`config.mk`:
```
export PLATFORM = sky130hd
export DESIGN_NAME = exc_sequencer_flat
export DESIGN_NICKNAME = d
export VERILOG_FILES = /design/src/rtl/exc_sequencer_pkg.sv /design/src/rtl/exc_sequencer_if.sv /design/src/rtl/exc_sequencer_redir_hold.sv /design/src/rtl/exc_sequencer.sv /design/src/flat_wrapper.sv
export SDC_FILE = /design/constraint.sdc
export NUM_CORES = 1
export LEC_CHECK = 0
export ABC_CLOCK_PERIOD_IN_PS = 4300
export CAP_MARGIN = 10
export CORE_MARGIN = 2
export CORE_UTILIZATION = 40
export DETAILED_ROUTE_END_ITERATION = 10
export GPL_ROUTABILITY_DRIVEN = 0
export PLACE_DENSITY = 0.8
export SLEW_MARGIN = 20
export SYNTH_ARGS = -nofsm -noshare
export SYNTH_HDL_FRONTEND = slang
export SYNTH_SLANG_ARGS = --single-unit
```
`constraint.sdc`:
```
create_clock -name clk -period 4.3 [get_ports clk]
set_clock_uncertainty 0.2 [all_clocks]
set_input_delay 0.645 -clock clk [delete_from_list [all_inputs] [get_ports clk]]
set_output_delay 0.645 -clock clk [all_outputs]
set_load 0.03 [all_outputs]
```
`src/rtl/exc_sequencer_pkg.sv`:
```
// Shared exception-sequencer types: ExcCodes, FSM states, vectors.
// Imported by the sequencer, its redirect holder and the bench.
package exc_pkg;

  localparam logic [4:0] EXC_INT     = 5'd0;
  localparam logic [4:0] EXC_ADEL    = 5'd4;
  localparam logic [4:0] EXC_ADES    = 5'd5;
  localparam logic [4:0] EXC_SYSCALL = 5'd8;
  localparam logic [4:0] EXC_RI      = 5'd10;
  localparam logic [4:0] EXC_OV      = 5'd12;

  localparam logic [31:0] DEF_HANDLER_ADDR = 32'h0000_4180;
  localparam logic [31:0] DEF_RESET_PC     = 32'h0000_3000;

  typedef enum logic [1:0] {
    S_RUN,
    S_FLUSH,
    S_ERET,
    S_REDIR
  } exc_state_e;

  function automatic logic [2:0] flush_init(input int n);
    return 3'(n - 1);
  endfunction

endpackage

```
`src/rtl/exc_sequencer_if.sv`:
```
// Fetch-redirect valid/ready channel.
// The sequencer is master; fetch is slave.
interface exc_redir_if;

  logic        redir_valid;
  logic [31:0] redir_addr;
  logic        redir_ready;

  modport master (
    output redir_valid,
    output redir_addr,
    input  redir_ready
  );

  modport slave (
    input  redir_valid,
    input  redir_addr,
    output redir_ready
  );

endinterface

```
`src/rtl/exc_sequencer_redir_hold.sv`:
```
// Holding register for the fetch redirect offer.
// Loaded by the FSM, dropped on handshake or reset.
module redir_hold (
  input  logic        clk,
  input  logic        reset,
  input  logic        load,
  input  logic [31:0] load_addr,
  input  logic        ready,
  output logic        valid,
  output logic [31:0] addr
);

  always_ff @(posedge clk) begin
    if (reset) begin
      valid <= 1'b0;
      addr  <= '0;
    end else if (load) begin
      valid <= 1'b1;
      addr  <= load_addr;
    end else if (valid && ready) begin
      valid <= 1'b0;
      addr  <= '0;
    end
  end

endmodule

```
`src/rtl/exc_sequencer.sv`:
```
// Exception/interrupt entry and eret sequencer between M stage and CP0.
// Flushes the pipe and redirects fetch to the handler or to EPC.
module exc_sequencer
  import exc_pkg::*;
#(
  parameter logic [31:0] HANDLER_ADDR = DEF_HANDLER_ADDR,
  parameter logic [31:0] RESET_PC     = DEF_RESET_PC,
  parameter int          FLUSH_CYCLES = 2,
  parameter int          CNT_W        = 16
) (
  input  logic             clk,
  input  logic             reset,

  input  logic             m_valid,
  input  logic [31:0]      m_pc,
  input  logic [4:0]       m_exc_code,
  input  logic             m_bd,
  input  logic [31:0]      m_badvaddr,
  input  logic             m_is_eret,
  input  logic [5:0]       hw_int,

  input  logic             cp0_req,
  input  logic [31:0]      cp0_epc,
  output logic [4:0]       cp0_exc_code,
  output logic [31:0]      cp0_vpc,
  output logic             cp0_bd,
  output logic [31:0]      cp0_badvaddr,
  output logic [5:0]       cp0_hwint,
  output logic             cp0_exlclr,

  output logic             flush,
  exc_redir_if.master      rd,
  output logic             busy,
  output logic [CNT_W-1:0] exc_count
);

  exc_state_e       state_q, state_d;
  logic [2:0]       cnt_q, cnt_d;
  logic [31:0]      target_q, target_d;
  logic [31:0]      last_pc_q;
  logic [CNT_W-1:0] exc_count_q;
  logic             inc;
  logic             load;
  logic             hold_valid;
  logic [31:0]      hold_addr;
  logic             run;

  assign run = (state_q == S_RUN);

  always_comb begin
    state_d    = state_q;
    cnt_d      = cnt_q;
    target_d   = target_q;
    flush      = 1'b0;
    cp0_exlclr = 1'b0;
    inc        = 1'b0;
    unique case (state_q)
      S_RUN: begin
        // cp0_req outranks a coincident eret: no EXL clear then
        if (cp0_req) begin
          flush    = 1'b1;
          inc      = 1'b1;
          target_d = HANDLER_ADDR;
          if (FLUSH_CYCLES == 1) begin
            state_d = S_REDIR;
          end else begin
            state_d = S_FLUSH;
            cnt_d   = flush_init(FLUSH_CYCLES);
          end
        end else if (m_valid && m_is_eret) begin
          flush      = 1'b1;
          cp0_exlclr = 1'b1;
          target_d   = cp0_epc;
          state_d    = S_ERET;
        end
      end
      S_FLUSH: begin
        flush = 1'b1;
        if (cnt_q <= 3'd1) begin
          state_d = S_REDIR;
        end else begin
          cnt_d = cnt_q - 3'd1;
        end
      end
      S_ERET: begin
        flush   = 1'b1;
        state_d = S_REDIR;
      end
      S_REDIR: begin
        flush = 1'b1;
        if (hold_valid && rd.redir_ready) begin
          state_d = S_RUN;
        end
      end
      default: begin
        state_d = S_RUN;
      end
    endcase
  end

  assign load = (state_d == S_REDIR) && (state_q != S_REDIR);

  always_ff @(posedge clk) begin
    if (reset) begin
      state_q     <= S_RUN;
      cnt_q       <= '0;
      target_q    <= '0;
      last_pc_q   <= RESET_PC;
      exc_count_q <= '0;
    end else begin
      state_q  <= state_d;
      cnt_q    <= cnt_d;
      target_q <= target_d;
      if (m_valid) begin
        last_pc_q <= m_pc;
      end
      if (inc) begin
        exc_count_q <= exc_count_q + CNT_W'(1);
      end
    end
  end

  redir_hold u_hold (
    .clk       (clk),
    .reset     (reset),
    .load      (load),
    .load_addr (target_d),
    .ready     (rd.redir_ready),
    .valid     (hold_valid),
    .addr      (hold_addr)
  );

  assign rd.redir_valid = hold_valid;
  assign rd.redir_addr  = hold_addr;

  // Outside RUN, CP0 sees no cause so it cannot re-enter
  assign cp0_exc_code = (run && m_valid) ? m_exc_code : EXC_INT;
  assign cp0_bd       = run && m_valid && m_bd;
  assign cp0_hwint    = run ? hw_int : 6'd0;
  assign cp0_badvaddr = m_badvaddr;
  assign cp0_vpc      = m_valid ? m_pc : last_pc_q;
  assign busy         = !run;
  assign exc_count    = exc_count_q;

endmodule
```
`src/flat_wrapper.sv`:
```
// flat-port wrapper written by rule: the top's interface ports become plain ports
module exc_sequencer_flat import exc_pkg::*;
#(
  parameter logic [31:0] HANDLER_ADDR = DEF_HANDLER_ADDR,
  parameter logic [31:0] RESET_PC     = DEF_RESET_PC,
  parameter int          FLUSH_CYCLES = 2,
  parameter int          CNT_W        = 16
)
  (clk, reset, m_valid, m_pc, m_exc_code, m_bd, m_badvaddr, m_is_eret, hw_int, cp0_req, cp0_epc, cp0_exc_code, cp0_vpc, cp0_bd, cp0_badvaddr, cp0_hwint, cp0_exlclr, flush, busy, exc_count, rd_redir_valid, rd_redir_addr, rd_redir_ready);
  exc_redir_if rd_i ();
  input  logic clk;
  input  logic reset;
  input  logic m_valid;
  input  logic [31:0] m_pc;
  input  logic [4:0] m_exc_code;
  input  logic m_bd;
  input  logic [31:0] m_badvaddr;
  input  logic m_is_eret;
  input  logic [5:0] hw_int;
  input  logic cp0_req;
  input  logic [31:0] cp0_epc;
  output logic [4:0] cp0_exc_code;
  output logic [31:0] cp0_vpc;
  output logic cp0_bd;
  output logic [31:0] cp0_badvaddr;
  output logic [5:0] cp0_hwint;
  output logic cp0_exlclr;
  output logic flush;
  output logic busy;
  output logic [CNT_W-1:0] exc_count;
  output wire logic [$bits(rd_i.redir_valid)-1:0] rd_redir_valid;
  output wire logic [$bits(rd_i.redir_addr)-1:0] rd_redir_addr;
  input wire logic [$bits(rd_i.redir_ready)-1:0] rd_redir_ready;
  assign rd_redir_valid = rd_i.redir_valid;
  assign rd_redir_addr = rd_i.redir_addr;
  assign rd_i.redir_ready = rd_redir_ready;
  exc_sequencer #(.HANDLER_ADDR(HANDLER_ADDR), .RESET_PC(RESET_PC), .FLUSH_CYCLES(FLUSH_CYCLES), .CNT_W(CNT_W)) u_core (.clk(clk), .reset(reset), .m_valid(m_valid), .m_pc(m_pc), .m_exc_code(m_exc_code), .m_bd(m_bd), .m_badvaddr(m_badvaddr), .m_is_eret(m_is_eret), .hw_int(hw_int), .cp0_req(cp0_req), .cp0_epc(cp0_epc), .cp0_exc_code(cp0_exc_code), .cp0_vpc(cp0_vpc), .cp0_bd(cp0_bd), .cp0_badvaddr(cp0_badvaddr), .cp0_hwint(cp0_hwint), .cp0_exlclr(cp0_exlclr), .flush(flush), .rd(rd_i), .busy(busy), .exc_count(exc_count));
endmodule
```
==> impl_results.md <==
* Status: completed
* Final #Nets at roughly 720
* #FFs+latches synth at ~120
* Crit start category: input port
* Max clock buf depth at 2
* Die footprint at approximately 0.013 mm2
* Cell Pwr Density at approximately 470 mW/mm2
* DR pass1 iterations at 4
* IO Pins at approximately 240
* Starting Density at 0.406
* CTS tree: built
* CTS root buffer: clkbuf_16
* CP Class: input port to output pin
* DR vias/cell at 5.10
* Critical Path RT at 3450 ps
* Clk_lat worst skew at about 400 ps
* Count leader, synth: dfxtp_1
* Share of layout cells above drive strength 1 at 0.136
* Seq/Total Area, Yosys at 0.489
* Actual slew at the worst max-slew pin at a little over 800 ps
* Num CTS Buffers at 17
* Adder-Cell Fraction of Synth Area at 0.00777
* Fmax at slightly above 0.3 GHz
* DRC errors left at 0
* Die height at 114 um
* Yosys warning count at 0
* Reg area at 0.00236 mm2
* WP data arrival at 2460 ps
* Asr flop ratio synth at 0
* Fin. Hold Viols at 0
* Mux cell area share after synthesis at 0.0766
* Via count at 3867
* Dpl hpwl at 8540 um
* Simple-gate share of the synthesized area at 0.177
* Place WS at 984 ps
* Maximum fanout along the worst path at 8
* Row count at 40
* Relative slew margins at 0.460
* Slowest stage cell, crit path: clkdlybuf4s50_1
* Synthesized netlist net count at 576
* Avg Cell Area, Syn at 10.5 um2
* Antenna-violating nets left at 0
* Setup_tns at 0 ps
* Die W at 114 um
* Minimum clock period at 3300 ps
* Commonest cells in the netlist: 118 x dfxtp_1, 67 x and2_1, 58 x a22o_1, 38 x buf_4, 32 x mux2_2
* Final Cycle Share at 0.768
* Layout area overhead at 46.7%
* Max-cap viol count at 0
* Clock transition at path regs at 50 ps
* Endpoints failing setup at 0
* H-tree depth at 4
* Hold-fix buffers at CTS at 0
* GRT overflow at 0
* Hold WC Path Type: flip-flop to flip-flop
* Yosys cell types at 48
* Global-route wire length before repair at 19500 um
* Final Core Density at 0.595
* Kind of cell adding the most delay to the critical path: buffers and inverters
* Largest family of logic cells by synthesized area: simple AND/OR/NAND/NOR gates
* Critical path cell sequence: clkdlybuf4s50_1 > or3_4 > inv_2 > clkdlybuf4s50_1
* Initial antenna violation count at 0
* Vias in the first global route at 3950
* Number of synthesized flops with an enable pin at 0
* Synth area leaders: dfxtp_1 49%, a22o_1 11%, and2_1 8.7%
* IO buf count at 177
* Post-Synthesis Cells at 459
* Setup crit end kind: output pin
* Cell Area, Synth at 0.00483 mm2
* RSZ-0062 raised after global routing: false
* Compound-gate portion of the synthesized area at 0.140
* Total leakage power at between 2 and 3 nW
* Antenna Diode Count at 0
* DRT iter0 DRCs at 133
* CP peak stage delay at between 600 and 700 ps
* Yosys top cell by area: dfxtp_1
* Final setup margin at around 1000 ps
* Max-slew violation count at 0
* Post-CTS Setup Bufs at 0
* Most common cell on crit path: clkdlybuf4s50_1
* Clock sink count at ~120
* Routed WL at 12300 um
* PostCTS Resize Cnt at 0
* Largest net degree at the start of global routing at 37
* Synth top area share at 0.489
* Max VDD drop at 0.000261 V
* Post-synthesis xor/xnor area fraction at 0.0217
* Multi-input gate area at 0.00205 mm2
* Total GRT Usage at 0.193
* Routed len/inst at 16.2 um
* Top FF cell, synth: dfxtp_1
* Worst path buffer plus inverter count at 3
* Filler cell count at 989
* CORE AREA at approximately 0.012 mm2
routing by layer:
metal | up-vias | routed length [um] | GRT usage
li1 | 1860 | - | -
met1 | 1828 | 4890 | 0.209
met2 | 143 | 5960 | 0.325
met3 | 36 | 1150 | 0.0903
met4 | 0 | 283 | 0.0821
met5 | - | 0 | 0
metrics by stage:
| step | total power [mW] | hold WS [ps] | cells | instance area, um2 |
|---|---|---|---|---|
| floorplan | 1.58 | 287 | 459 | 4830 |
| detailed placement | 1.76 | 259 | 728 | 6430 |
| CTS | 3.35 | 281 | 758 | 7090 |
| global route | 3.44 | 293 | 758 | 7090 |
| finish | 3.32 | 278 | 758 | 7090 |
| global placement | 1.74 | 257 | 728 | 6430 |
final timing paths:
| path | end | slack, ps | cells after the start | from |
|---|---|---|---|---|
| max | cp0_exlclr | 1000 | 4 | cp0_req |
| min | u_core.u_hold.addr[8] | 280 | 2 | u_core.u_hold.addr[8] |
| max reg2reg | u_core.u_hold.addr[29] | 1700 | 7 | u_core.cnt_q[1] |
| min reg2reg | u_core.u_hold.addr[8] | 280 | 2 | u_core.u_hold.addr[8] |
power by group:
part	total [mW]	internal, mW	switching (mW)
Clock	1.58	1.11	0.473
Combinational	0.553	0.256	0.297
Sequential	1.18	1.15	0.0328
Total	3.32	2.51	0.803
cell usage in the layout (no fill, tap or decap), drive strengths merged, types with 8 or more instances in the layout:
cell	synthesis	routed
clkdlybuf4s50	0	176
dfxtp	118	118
and2	68	68
a22o	58	58
mux2	32	32
nor2	24	24
clkbuf	14	21
a21oi	8	8
and3	8	8
registers in the layout, summed over array words and instances (netlist names):
signal	flops
u_core.last_pc_q	32
u_core.target_q	32
u_core.u_hold.addr	32
u_core.exc_count	16
u_core.cnt_q	3
u_core.state_q	2
u_core.u_hold.valid	1
worst register-to-register path: cells and delay by family, from the launching register on:
kind	cells	cell delay [ps]
compound gates	3	710
flops	1	350
buf+inv	2	380
fa+ha+maj	1	180
simple gates	1	730
cell families (layout without fill, tap and decap cells):
kind of cell               Yosys count  count (layout)
and+or+nand+nor                    143             143
xor gates and xnor gates            12              12
buffers and inverters               67             219
adders and majority gates            3               3
DFF                                118             118
AOI/OAI and AO/OA                   83              83
muxes                               33              33
cell type report:
class / instances / area share
Multi-Input combinational cell: 274 / 0.289
Clock buffer: 21 / 0.0649
Inverter: 6 / 0.00318
Tap cell: 147 / 0.0259
Clock inverter: 9 / 0.0281
Sequential cell: 118 / 0.333
Timing Repair Buffer: 183 / 0.256
No activity file was read; power rests on OpenSTA's default activity.
